==> config.mk <==
export PLATFORM = sky130hd
export DESIGN_NAME = spell_wb_host
export DESIGN_NICKNAME = d
export VERILOG_FILES = /design/src/rtl/spell_wb_host.sv
export SDC_FILE = /design/constraint.sdc
export NUM_CORES = 1
export LEC_CHECK = 0
export CORE_MARGIN = 8
export CORE_UTILIZATION = 46
export CTS_CLUSTER_SIZE = 20
export DETAILED_ROUTE_END_ITERATION = 8
export PLACE_DENSITY_LB_ADDON = 0.05
export RECOVER_POWER = 100
export SETUP_SLACK_MARGIN = 0.2
export SLEW_MARGIN = 15
export SYNTH_ARGS = -nofsm -noshare
export SYNTH_HDL_FRONTEND = slang
export SYNTH_SLANG_ARGS = --single-unit
==> constraint.sdc <==
create_clock -name clock -period 3.6 [get_ports clock]
set_clock_uncertainty 0.1 [all_clocks]
set_input_delay 0.36 -clock clock [delete_from_list [all_inputs] [get_ports clock]]
set_output_delay 0.36 -clock clock [all_outputs]
set_load 0.05 [all_outputs]
==> src/rtl/spell_wb_host.sv <==
// spell_wb_host: Wishbone classic-cycle initiator for the spell register slave.
// Accepts single commands on a valid/ready port (READ, WRITE, RUN_WAIT) and
// turns them into one bus transfer at a time. RUN_WAIT writes REG_RUN, then
// polls it every POLL_INTERVAL cycles until bit0 reads back 0.
// Ports:
//   clock, reset        : clock and synchronous active-low reset
//   cmd_valid/ready     : command handshake; cmd_op, cmd_addr, cmd_data payload
//   rsp_valid/ready     : response handshake; rsp_data, rsp_error payload
//   o_wb_*, i_wb_*      : Wishbone classic initiator signals
module spell_wb_host #(
    parameter logic [31:0] BASE_ADDR     = 32'h3000_0000,
    parameter int unsigned POLL_INTERVAL = 16,
    parameter int unsigned TIMEOUT       = 255
) (
    input  logic        clock,
    input  logic        reset,
    input  logic        cmd_valid,
    output logic        cmd_ready,
    input  logic [1:0]  cmd_op,
    input  logic [23:0] cmd_addr,
    input  logic [31:0] cmd_data,
    output logic        rsp_valid,
    input  logic        rsp_ready,
    output logic [31:0] rsp_data,
    output logic        rsp_error,
    output logic        o_wb_cyc,
    output logic        o_wb_stb,
    output logic        o_wb_we,
    output logic [31:0] o_wb_addr,
    output logic [31:0] o_wb_data,
    input  logic        i_wb_ack,
    input  logic [31:0] i_wb_data
);

    localparam int unsigned PW = 16;
    localparam int unsigned TW = 8;
    localparam logic [23:0]   RUN_OFFSET = 24'h00c;
    localparam logic [PW-1:0] POLL_LOAD  = PW'(POLL_INTERVAL);
    localparam logic [TW-1:0] TIMER_LAST = TW'(TIMEOUT - 1);

    typedef enum logic [1:0] {IDLE, REQ, POLL, RESP} state_t;

    state_t        state_q, state_d;
    logic          stb_q, stb_d;
    logic          we_q, we_d;
    logic [31:0]   addr_q, addr_d;
    logic [31:0]   wdata_q, wdata_d;
    logic          run_q, run_d;          // command is a RUN_WAIT
    logic          rd_phase_q, rd_phase_d; // RUN_WAIT is in its polling phase
    logic [TW-1:0] timer_q, timer_d;
    logic [PW-1:0] poll_q, poll_d;
    logic          cmd_ready_q, cmd_ready_d;
    logic          rsp_valid_q, rsp_valid_d;
    logic [31:0]   rsp_data_q, rsp_data_d;
    logic          rsp_error_q, rsp_error_d;

    // State and output registers
    always_ff @(posedge clock) begin
        if (!reset) begin
            state_q     <= IDLE;
            stb_q       <= 1'b0;
            we_q        <= 1'b0;
            addr_q      <= '0;
            wdata_q     <= '0;
            run_q       <= 1'b0;
            rd_phase_q  <= 1'b0;
            timer_q     <= '0;
            poll_q      <= '0;
            cmd_ready_q <= 1'b0;
            rsp_valid_q <= 1'b0;
            rsp_data_q  <= '0;
            rsp_error_q <= 1'b0;
        end else begin
            state_q     <= state_d;
            stb_q       <= stb_d;
            we_q        <= we_d;
            addr_q      <= addr_d;
            wdata_q     <= wdata_d;
            run_q       <= run_d;
            rd_phase_q  <= rd_phase_d;
            timer_q     <= timer_d;
            poll_q      <= poll_d;
            cmd_ready_q <= cmd_ready_d;
            rsp_valid_q <= rsp_valid_d;
            rsp_data_q  <= rsp_data_d;
            rsp_error_q <= rsp_error_d;
        end
    end

    // Next-state and next-output logic
    always_comb begin
        state_d     = state_q;
        stb_d       = stb_q;
        we_d        = we_q;
        addr_d      = addr_q;
        wdata_d     = wdata_q;
        run_d       = run_q;
        rd_phase_d  = rd_phase_q;
        timer_d     = timer_q;
        poll_d      = poll_q;
        rsp_valid_d = rsp_valid_q;
        rsp_data_d  = rsp_data_q;
        rsp_error_d = rsp_error_q;

        unique case (state_q)
            IDLE: begin
                if (cmd_valid && cmd_ready_q) begin
                    wdata_d    = cmd_data;
                    addr_d     = BASE_ADDR | {8'h00, cmd_addr};
                    run_d      = 1'b0;
                    rd_phase_d = 1'b0;
                    timer_d    = '0;
                    unique case (cmd_op)
                        2'd0, 2'd1: begin
                            we_d    = cmd_op[0];
                            stb_d   = 1'b1;
                            state_d = REQ;
                        end
                        2'd2: begin
                            we_d    = 1'b1;
                            addr_d  = BASE_ADDR | {8'h00, RUN_OFFSET};
                            run_d   = 1'b1;
                            stb_d   = 1'b1;
                            state_d = REQ;
                        end
                        default: begin
                            rsp_valid_d = 1'b1;
                            rsp_error_d = 1'b1;
                            rsp_data_d  = '0;
                            state_d     = RESP;
                        end
                    endcase
                end
            end
            REQ: begin
                if (i_wb_ack) begin
                    stb_d = 1'b0;
                    if (!run_q) begin
                        rsp_valid_d = 1'b1;
                        rsp_error_d = 1'b0;
                        rsp_data_d  = we_q ? 32'h0 : i_wb_data;
                        state_d     = RESP;
                    end else if (!rd_phase_q || i_wb_data[0]) begin
                        // core still running (or just started): poll again later
                        poll_d  = POLL_LOAD;
                        state_d = POLL;
                    end else begin
                        rsp_valid_d = 1'b1;
                        rsp_error_d = 1'b0;
                        rsp_data_d  = i_wb_data;
                        state_d     = RESP;
                    end
                end else if (timer_q == TIMER_LAST) begin
                    stb_d       = 1'b0;
                    rsp_valid_d = 1'b1;
                    rsp_error_d = 1'b1;
                    rsp_data_d  = '0;
                    state_d     = RESP;
                end else begin
                    timer_d = timer_q + TW'(1);
                end
            end
            POLL: begin
                if (poll_q <= PW'(1)) begin
                    we_d       = 1'b0;
                    addr_d     = BASE_ADDR | {8'h00, RUN_OFFSET};
                    rd_phase_d = 1'b1;
                    timer_d    = '0;
                    stb_d      = 1'b1;
                    state_d    = REQ;
                end else begin
                    poll_d = poll_q - PW'(1);
                end
            end
            RESP: begin
                if (rsp_ready) begin
                    rsp_valid_d = 1'b0;
                    rsp_error_d = 1'b0;
                    state_d     = IDLE;
                end
            end
            default: state_d = IDLE;
        endcase

        cmd_ready_d = (state_d == IDLE);
    end

    assign cmd_ready = cmd_ready_q;
    assign rsp_valid = rsp_valid_q;
    assign rsp_data  = rsp_data_q;
    assign rsp_error = rsp_error_q;
    assign o_wb_cyc  = stb_q;
    assign o_wb_stb  = stb_q;
    assign o_wb_we   = we_q;
    assign o_wb_addr = addr_q;
    assign o_wb_data = wdata_q;

endmodule

Word-level counts from Yosys, hierarchy flattened
Index checks and enable logic that the tools add are counted.

storage, ports and cells
  register bits after elaboration = 129
  latch bits = 0
  memory bits (writable) = 0
  bits in read-only memories = 0
  output and inout port bits = 102
  word-level logic and storage cells = 113
  memories kept = 0

cells by class
  add/subtract/negate cells = 2
  multipliers = 0
  div/mod/pow operators = 0
  magnitude comparators = 1
  eq/ne operators = 20
  shift-type cells = 0
  mux-type cells = 56
  bitwise logic cells = 0
  reduce and logical (&&, ||, !) cells = 21

operators by type and width
  cell                   number
  $mux 32                9
  $pmux 32 s2            2
  $mux 16                4
  $mux 8                 4
  $pmux 16 s2            1
  $mux 24                1
  $pmux 8 s3             1
  $ne 2x2->1 const B     11
  $mux 1                 21
  $reduce_and 5->1       4
  $le 16x1->1 const B    1
  $sub 16x1->16 const B  1
  $mux 2                 6
  $pmux 1 s3             3
  $add 8x1->8 const B    1
  $eq 8x8->1 const B     1
  $pmux 2 s4             1
  $eq 2x2->1 const B     3
  $logic_not 2->1        3
  $pmux 1 s2             3
  $reduce_and 6->1       1
  $reduce_bool 2->1      3
  $reduce_bool 3->1      2
  $eq 2x1->1 const B     2
  11 further kinds       11

Longest topological paths before layout
Gate-level depths: netlist of run 1.

  depth after elaboration = 7
  depth in mapped cells = 9
  depth with buffers taken out = 7

Worst setup path before layout of run 1
Ideal clock, no wire load.

  path kind = register to register
  start point = register poll_q[4]
  end point = register poll_q[11]
  data arrival time = 2.052 ns
  setup slack = 1.323 ns
  cell stages (with the launch flop) = 7
  clock period less this slack = 2.277 ns
  cells stage by stage = dfxtp_1 > or4_4 > or3_1 > buf_2 > or4_4 > xor2_1 > nor2_2

on the way
  cells in the longest elaborated chain, start to end = 3
  elaborated cells on any way between the ends = 6

ends and longest elaborated chain
  item                                                    RTL line  source
  from (decl)                                             51        logic [PW-1:0] poll_q, poll_d;
  from (signal assigned)                                  82        poll_q <= poll_d;
  $sub 16x1->16 / $le 16x1->1 (equally long branches)     172, 164
  $mux 16 / $ne 2x2->1 (equally long branches)            n/a
  $pmux 16 s2 / $reduce_and 5->1 (equally long branches)  n/a

Parallel ways exist; a longest one is shown, timed or not. The select of a mux whose other input is x is not followed.
A chain may end at the register's enable or synchronous reset.

Worst setup path after layout of run 1
  start point = register poll_q[4]
  end point = register addr_q[2] (netlist: o_wb_addr[2])

on the way
  cells in the longest elaborated chain, start to end = 3

ends and longest elaborated chain
  item                        RTL line  source
  $le 16x1->1                 164       if (poll_q <= PW'(1)) begin
  $ne 2x2->1 (no line)        n/a
  $reduce_and 3->1 (no line)  n/a
  to (signal assigned)        77        addr_q <= addr_d;
  to (decl)                   46        logic [31:0] addr_q, addr_d;

No other way between the ends.

==> reports/metrics.csv, run 1 <==
stage;metric;value;unit
sta;final hold slack;282;ps
power_and_ir_drop;sw frac;0.328;
worst_setup_path;Critical Path RT;3970;ps
detailed_routing;1st-pass router iterations;7;
global_route;vias in the first global route;4928;
power_and_ir_drop;Clk pwr share;0.399;
worst_setup_path;worst-path maximum fanout;23;
power_and_ir_drop;Static Leakage;2.90;nW
detailed_routing;Via density;5.27;
sta;min Tclk post-route;2940;ps
layout;fillcell total;830;
worst_setup_path;Arrival @ worst endpoint;3310;ps
global_route;GRT overflow;0;
layout;Area Growth Syn to Fin;53.2;%
synthesis;largest family of logic cells by synthesized area;simple AND/OR/NAND/NOR gates;
detailed_routing;Post-route DRC;0;
power_and_ir_drop;part of the power in registers;0.351;
synthesis;#FFs+latches synth;122;
synthesis;top cells by area, synth;dfxtp_1 (50%), nand2_1 (11%), a21oi_1 (7.2%);
synthesis;Seq/Total Area, Yosys;0.502;
die;# IOs;197;
synthesis;Synth Instances;603;
synthesis;Synth area leader;dfxtp_1;
global_route;first-pass GRT wire length;24900;microns
detailed_routing;DRT iter0 DRCs;344;
detailed_routing;DR vias;4894;
placement;Placer Congestion;0.864;
cts;CTS HTree Levels;4;
cts;TritonCTS clock tree;yes;
sta;Max-slew headroom;0.389;
die;total die area;14100;sq um
worst_setup_path;crit path capture type;flip-flop;
global_route;largest net degree at the start of global routing;43;
placement;area of placed instances;6850;sq um
cts;setup bufs post-CTS;0;
cts;Max Root-Sink Buffers;2;
worst_setup_path;Setup CP Type;flip-flop to flip-flop;
power_and_ir_drop;logic gate share of total power;0.250;
layout;nets;879;
synthesis;post-synthesis mux area share;0.00206;
detailed_routing;final WL;15800;microns
placement;Place WS;895;ps
power_and_ir_drop;P_int;0.00295;W
die;Die Span Y;119;microns
sta;Final Cycle Share;0.818;
cts;CTS Hold Bufs;0;
sta;setup violation total in the final timing report;0;
sta;unrepaired setup endpoints after global routing;false;
global_route;Total GRT Usage;0.220;
die;Die Wd;119;microns
layout;post-route cell area;7450;sq um
sta;final worst slack;656;ps
cts;Worst-Skew Late Latency;520;ps
sta;Total Neg Setup Slack;0;ps
power_and_ir_drop;Tot Pwr;0.00439;W
power_and_ir_drop;Max VDD drop;0.000437;V
placement;Port-buffer cells;190;
global_route;initial antenna violation count;0;
cts;number of gates resized after cts;0;
synthesis;Distinct cells, synth;47;
cts;cts bufs inserted;17;
worst_hold_path;type of the tightest min-delay check;input pin to flip-flop;
power_and_ir_drop;Switch Pwr;0.00144;W
layout;# diodes;0;
synthesis;Synth Area in XOR/XNOR;0.0306;
flow_run;number of max-cap violations;0;
detailed_routing;Antenna Nets Post-Route;0;
synthesis;Synth warnings;0;
power_and_ir_drop;Power per Cell Area;589;nW/um^2
die;Starting Density;0.473;
synthesis;adder-cell area share of the yosys netlist;0.0103;
sta;Tightest Pin Transition;916;ps
cts;clock slew seen by the registers of the worst setup and hold paths;60;ps
detailed_routing;wire per inst;17.0;microns
sta;fin. max-slew vios;0;
sta;final hold vios;0;
die;Core Area;10300;sq um
layout;FF/Latch Area;2440;sq um
synthesis;Synth Cell Area;4860;sq um
synthesis;post-synthesis compound-gate area fraction;0.181;
synthesis;post-synth top area share;0.502;
worst_setup_path;Setup crit start kind;flip-flop;
run_status;status;finished clean;
synthesis;simple-gate share of the synthesized area;0.224;
sta;FMAX;340;MHz
synthesis;Avg Cell Area, Syn;8.06;sq um
die;Site Rows;37;
cts;clk root buf;clkbuf_8;
placement;post-DP HPWL;11300;microns
cts;clock sink total;122;
layout;area taken by multi-input logic gates;2210;sq um
layout;layout cell share with drive strength beyond 1;0.0605;
-- stage by stage --
stage	instances	utilization
6_report	929	0.725
5_1_grt	929	0.725
4_1_cts	929	0.727
3_5_place_dp	897	0.667
3_3_place_gp	897	0.667
2_1_floorplan	608	-
-- placed cells by master (no fill, tap or decap), types with 8 or more instances in the layout --
| cell type | instances |
|---|---|
| xor2_1 | 11 |
| buf_4 | 8 |
| nand2_1 | 138 |
| nor2_1 | 26 |
| clkdlybuf4s50_1 | 94 |
| clkbuf_16 | 16 |
| dfxtp_1 | 122 |
| o21ai_0 | 61 |
| nand3_1 | 43 |
| dlygate4sd3_1 | 96 |
| a21oi_1 | 70 |
-- cells by family (layout without fill, tap and decap cells) --
group,Yosys count,count (layout)
simple gates,244,244
compound gates,159,159
flops,122,122
buf+inv,55,240
xor+xnor,17,17
fa+ha+maj,4,4
other cells,1,6
mux,1,1
-- power groups by stage --
stage / registers (W) / clock network, W / logic, W
detailed placement: 0.00157 / 0 / 0.00113
finish: 0.00154 / 0.00175 / 0.00110
global placement: 0.00157 / 0 / 0.00112
floorplan: 0.00181 / 0 / 0.000482
global route: 0.00156 / 0.00184 / 0.00118
CTS: 0.00155 / 0.00178 / 0.00114
-- sequential cells by signal, indices dropped and copies added (netlist names) --
register    count
poll_q         16
rsp_error       1
timer_q         8
run_q           1
o_wb_addr      25
o_wb_data      32
o_wb_we         1
state_q         2
o_wb_cyc        1
rsp_data       32
cmd_ready       1
rsp_valid       1
rd_phase_q      1
-- area by class of cell --
cell class	count	area share
flip-flops and latches	122	0.328
clock inverters	10	0.0186
well taps	136	0.0228
clock buffers	22	0.0648
inverters	7	0.00353
repair buffers	201	0.265
multi-input cells	431	0.297
-- critical path: stages, from the launching register on --
cell and delay, ps:
dfxtp_1 350, or4_1 630, nor3_1 500, a31oi_1 150
clkbuf_1 390, nor2_1 510, o221a_2 260
-- path summary, 6_finish.rpt --
kind                                   start            end  slack, ps  depth (start not counted)
worst min register to register  o_wb_data[5]   o_wb_data[5]        350                          2
worst max register to register     poll_q[4]   o_wb_addr[2]        660                          6
worst min-delay path            cmd_addr[14]  o_wb_addr[14]        280                          3
worst max-delay path               poll_q[4]   o_wb_addr[2]        660                          6
-- layer usage --
layer / global-route usage / share of wire / routed length (microns) / up-vias
li1: - / - / - / 2411
met1: 0.232 / 0.39 / 6070 / 2287
met2: 0.363 / 0.48 / 7620 / 171
met3: 0.117 / 0.11 / 1700 / 25
met4: 0.0909 / 0.024 / 371 / 0
met5: 0 / 0 / 0 / -
-- cells in the mapped netlist (all sizes together) --
cell type,n
o211a,1
nand2,138
a21o,1
o31ai,3
o21a,3
or4b,1
or4,5
o2111ai,3
xor2,11
conb,1
or3b,1
a31oi,2
nor2,27
o311a,1
nand4,4
buf,14
clkbuf,34
nor3,7
dfxtp,122
o211ai,3
inv,7
ha,4
o2111a,1
a221oi,1
a21oi,70
nand3,43
o21ai,63
mux2i,1
a211oi,3
and4,1
nor4,4
nand4b,1
nor2b,4
or3,4
xnor2,6
o221a,2
nor4b,1
o41ai,2
nand2b,2
nor3b,1
No activity file was read; power rests on OpenSTA's default activity.
==> inputs of run 2 (changes only) <==
Settings changed: CORE_UTILIZATION 46 to 39.
Clock period 3.6 ns to 2.62 ns, I/O delays scaled along.
==> run 2 against run 1 <==
- worst setup slack lost 440 ps
- core utilization is 9.8 points lower
- power rose by 42%
- critical path type unchanged
==> reports/metrics.csv, run 2 (synthesis results as in run 1) <==
stage;metric;value;unit
worst_setup_path;Arrival @ worst endpoint;2600;ps
worst_hold_path;type of the tightest min-delay check;input pin to flip-flop;
worst_setup_path;CP max-delay cell;or4_1;
worst_setup_path;Critical Path RT;2810;ps
cts;setup bufs post-CTS;0;
die;Die Wd;128;microns
die;total die area;16300;sq um
placement;Place WS;256;ps
layout;layout cell share with drive strength beyond 1;0.0663;
worst_setup_path;WP buf/inv;0;
power_and_ir_drop;logic gate share of total power;0.253;
sta;FMAX;415;MHz
global_route;first-pass GRT wire length;24100;microns
die;Die Span Y;128;microns
die;# IOs;197;
sta;Final Cycle Share;0.919;
power_and_ir_drop;Max VDD drop;0.000480;V
power_and_ir_drop;Switch Pwr;0.00194;W
sta;final worst slack;212;ps
layout;Area Growth Syn to Fin;56.2;%
sta;Total Neg Setup Slack;0;ps
detailed_routing;DR vias;4813;
placement;Port-buffer cells;190;
sta;setup violation total in the final timing report;0;
detailed_routing;wire per inst;15.7;microns
detailed_routing;1st-pass router iterations;5;
placement;post-DP HPWL;11100;microns
global_route;vias in the first global route;4764;
power_and_ir_drop;Power per Cell Area;818;nW/um^2
cts;Max Root-Sink Buffers;2;
global_route;largest net degree at the start of global routing;66;
global_route;initial antenna violation count;0;
power_and_ir_drop;part of the power in registers;0.337;
power_and_ir_drop;Clk pwr share;0.410;
detailed_routing;Antenna Nets Post-Route;0;
layout;# diodes;0;
cts;CTS HTree Levels;4;
sta;unrepaired setup endpoints after global routing;false;
worst_setup_path;crit-path cells;or4_1, or3_4, or4_1, xor2_1, nor2_2;
worst_setup_path;Setup crit start kind;flip-flop;
placement;Placer Congestion;0.810;
detailed_routing;Via density;4.97;
die;Site Rows;40;
worst_setup_path;Setup CP Type;flip-flop to flip-flop;
cts;TritonCTS clock tree;yes;
cts;clock sink total;122;
detailed_routing;Post-route DRC;0;
detailed_routing;final WL;15200;microns
power_and_ir_drop;sw frac;0.312;
worst_setup_path;worst-path maximum fanout;7;
cts;clock slew seen by the registers of the worst setup and hold paths;50;ps
sta;min Tclk post-route;2410;ps
worst_setup_path;crit path capture type;flip-flop;
sta;Max-slew headroom;0.496;
die;Starting Density;0.401;
layout;final core utilization;0.627;
sta;fin. max-slew vios;0;
layout;most frequent cells in the layout;nand2_1 (138), dfxtp_1 (122), dlygate4sd3_1 (96);
power_and_ir_drop;P_int;0.00427;W
run_status;status;finished clean;
global_route;GRT overflow;0;
die;Core Area;12100;sq um
flow_run;number of max-cap violations;0;
worst_setup_path;CP dominant cell by count;or4_1;
layout;most common cell after layout, fill and taps aside;nand2_1;
placement;area of placed instances;6980;sq um
worst_setup_path;crit-path leading delay family;simple AND/OR/NAND/NOR gates;
layout;nets;886;
power_and_ir_drop;Static Leakage;2.96;nW
detailed_routing;DRT iter0 DRCs;312;
global_route;Total GRT Usage;0.187;
cts;clk root buf;clkbuf_16;
sta;final hold vios;0;
layout;post-route cell area;7590;sq um
worst_setup_path;CP max stage delay;660;ps
sta;Tightest Pin Transition;757;ps
cts;Worst-Skew Late Latency;420;ps
cts;cts bufs inserted;17;
==> run 2: cell types whose count changed in the layout (fill, tap and decap cells not counted), moves of 2 or more <==
cell        change
buf_12          +2
buf_4           +5
clkbuf_1        +3
clkinv_2        -2
clkinvlp_4      -4
==> run 2: through the flow <==
stage	hold WS [ps]	total power, W	cells
floorplan	298	0.00315	608
global route	287	0.00649	968
CTS	267	0.00635	968
detailed placement	347	0.00377	936
global placement	339	0.00375	936
finish	290	0.00621	968
==> run 2: power by group through the flow <==
stage	registers [W]	logic [W]	clock network, W
2_1_floorplan	0.00249	0.000662	0
4_1_cts	0.00210	0.00165	0.00260
5_1_grt	0.00211	0.00170	0.00268
3_5_place_dp	0.00213	0.00164	0
3_3_place_gp	0.00213	0.00162	0
6_report	0.00209	0.00157	0.00255
==> run 2: final timing paths <==
| path | start | slack (ps) | end | depth (start not counted) |
|---|---|---|---|---|
| worst max-delay path | poll_q[4] | 210 | poll_q[11] | 5 |
| worst min-delay path | cmd_data[18] | 290 | o_wb_data[18] | 3 |
| worst max register to register | poll_q[4] | 210 | poll_q[11] | 5 |
| worst min register to register | o_wb_data[11] | 350 | o_wb_data[11] | 2 |
==> run 2: per-layer routing <==
layer  GRT usage  wire (microns)
met3       0.106            1740
met2       0.310            7560
met5           0               0
met4      0.0748             233
met1       0.193            5640
==> run 2: area by class of cell <==
cell class	count	area, sq um
tap	168	210
fill	1094	4520
clock buffer	27	523
timing repair buffer	208	2050
clock inverter	5	129
inverter	7	26.3
multi-input combinational	431	2210
sequential	122	2440
==> run 2: repair_timing <==
action,4_1_cts,5_1_grt
resized for setup,0,2
hold buffers,0,0
setup endpoints to repair,0,2
==> run 2: worst min-delay path: cells and delay by family <==
| kind | cells | cell delay, ps |
|---|---|---|
| simple gates | 1 | 50 |
| compound gates | 1 | 50 |
| buf+inv | 1 | 400 |
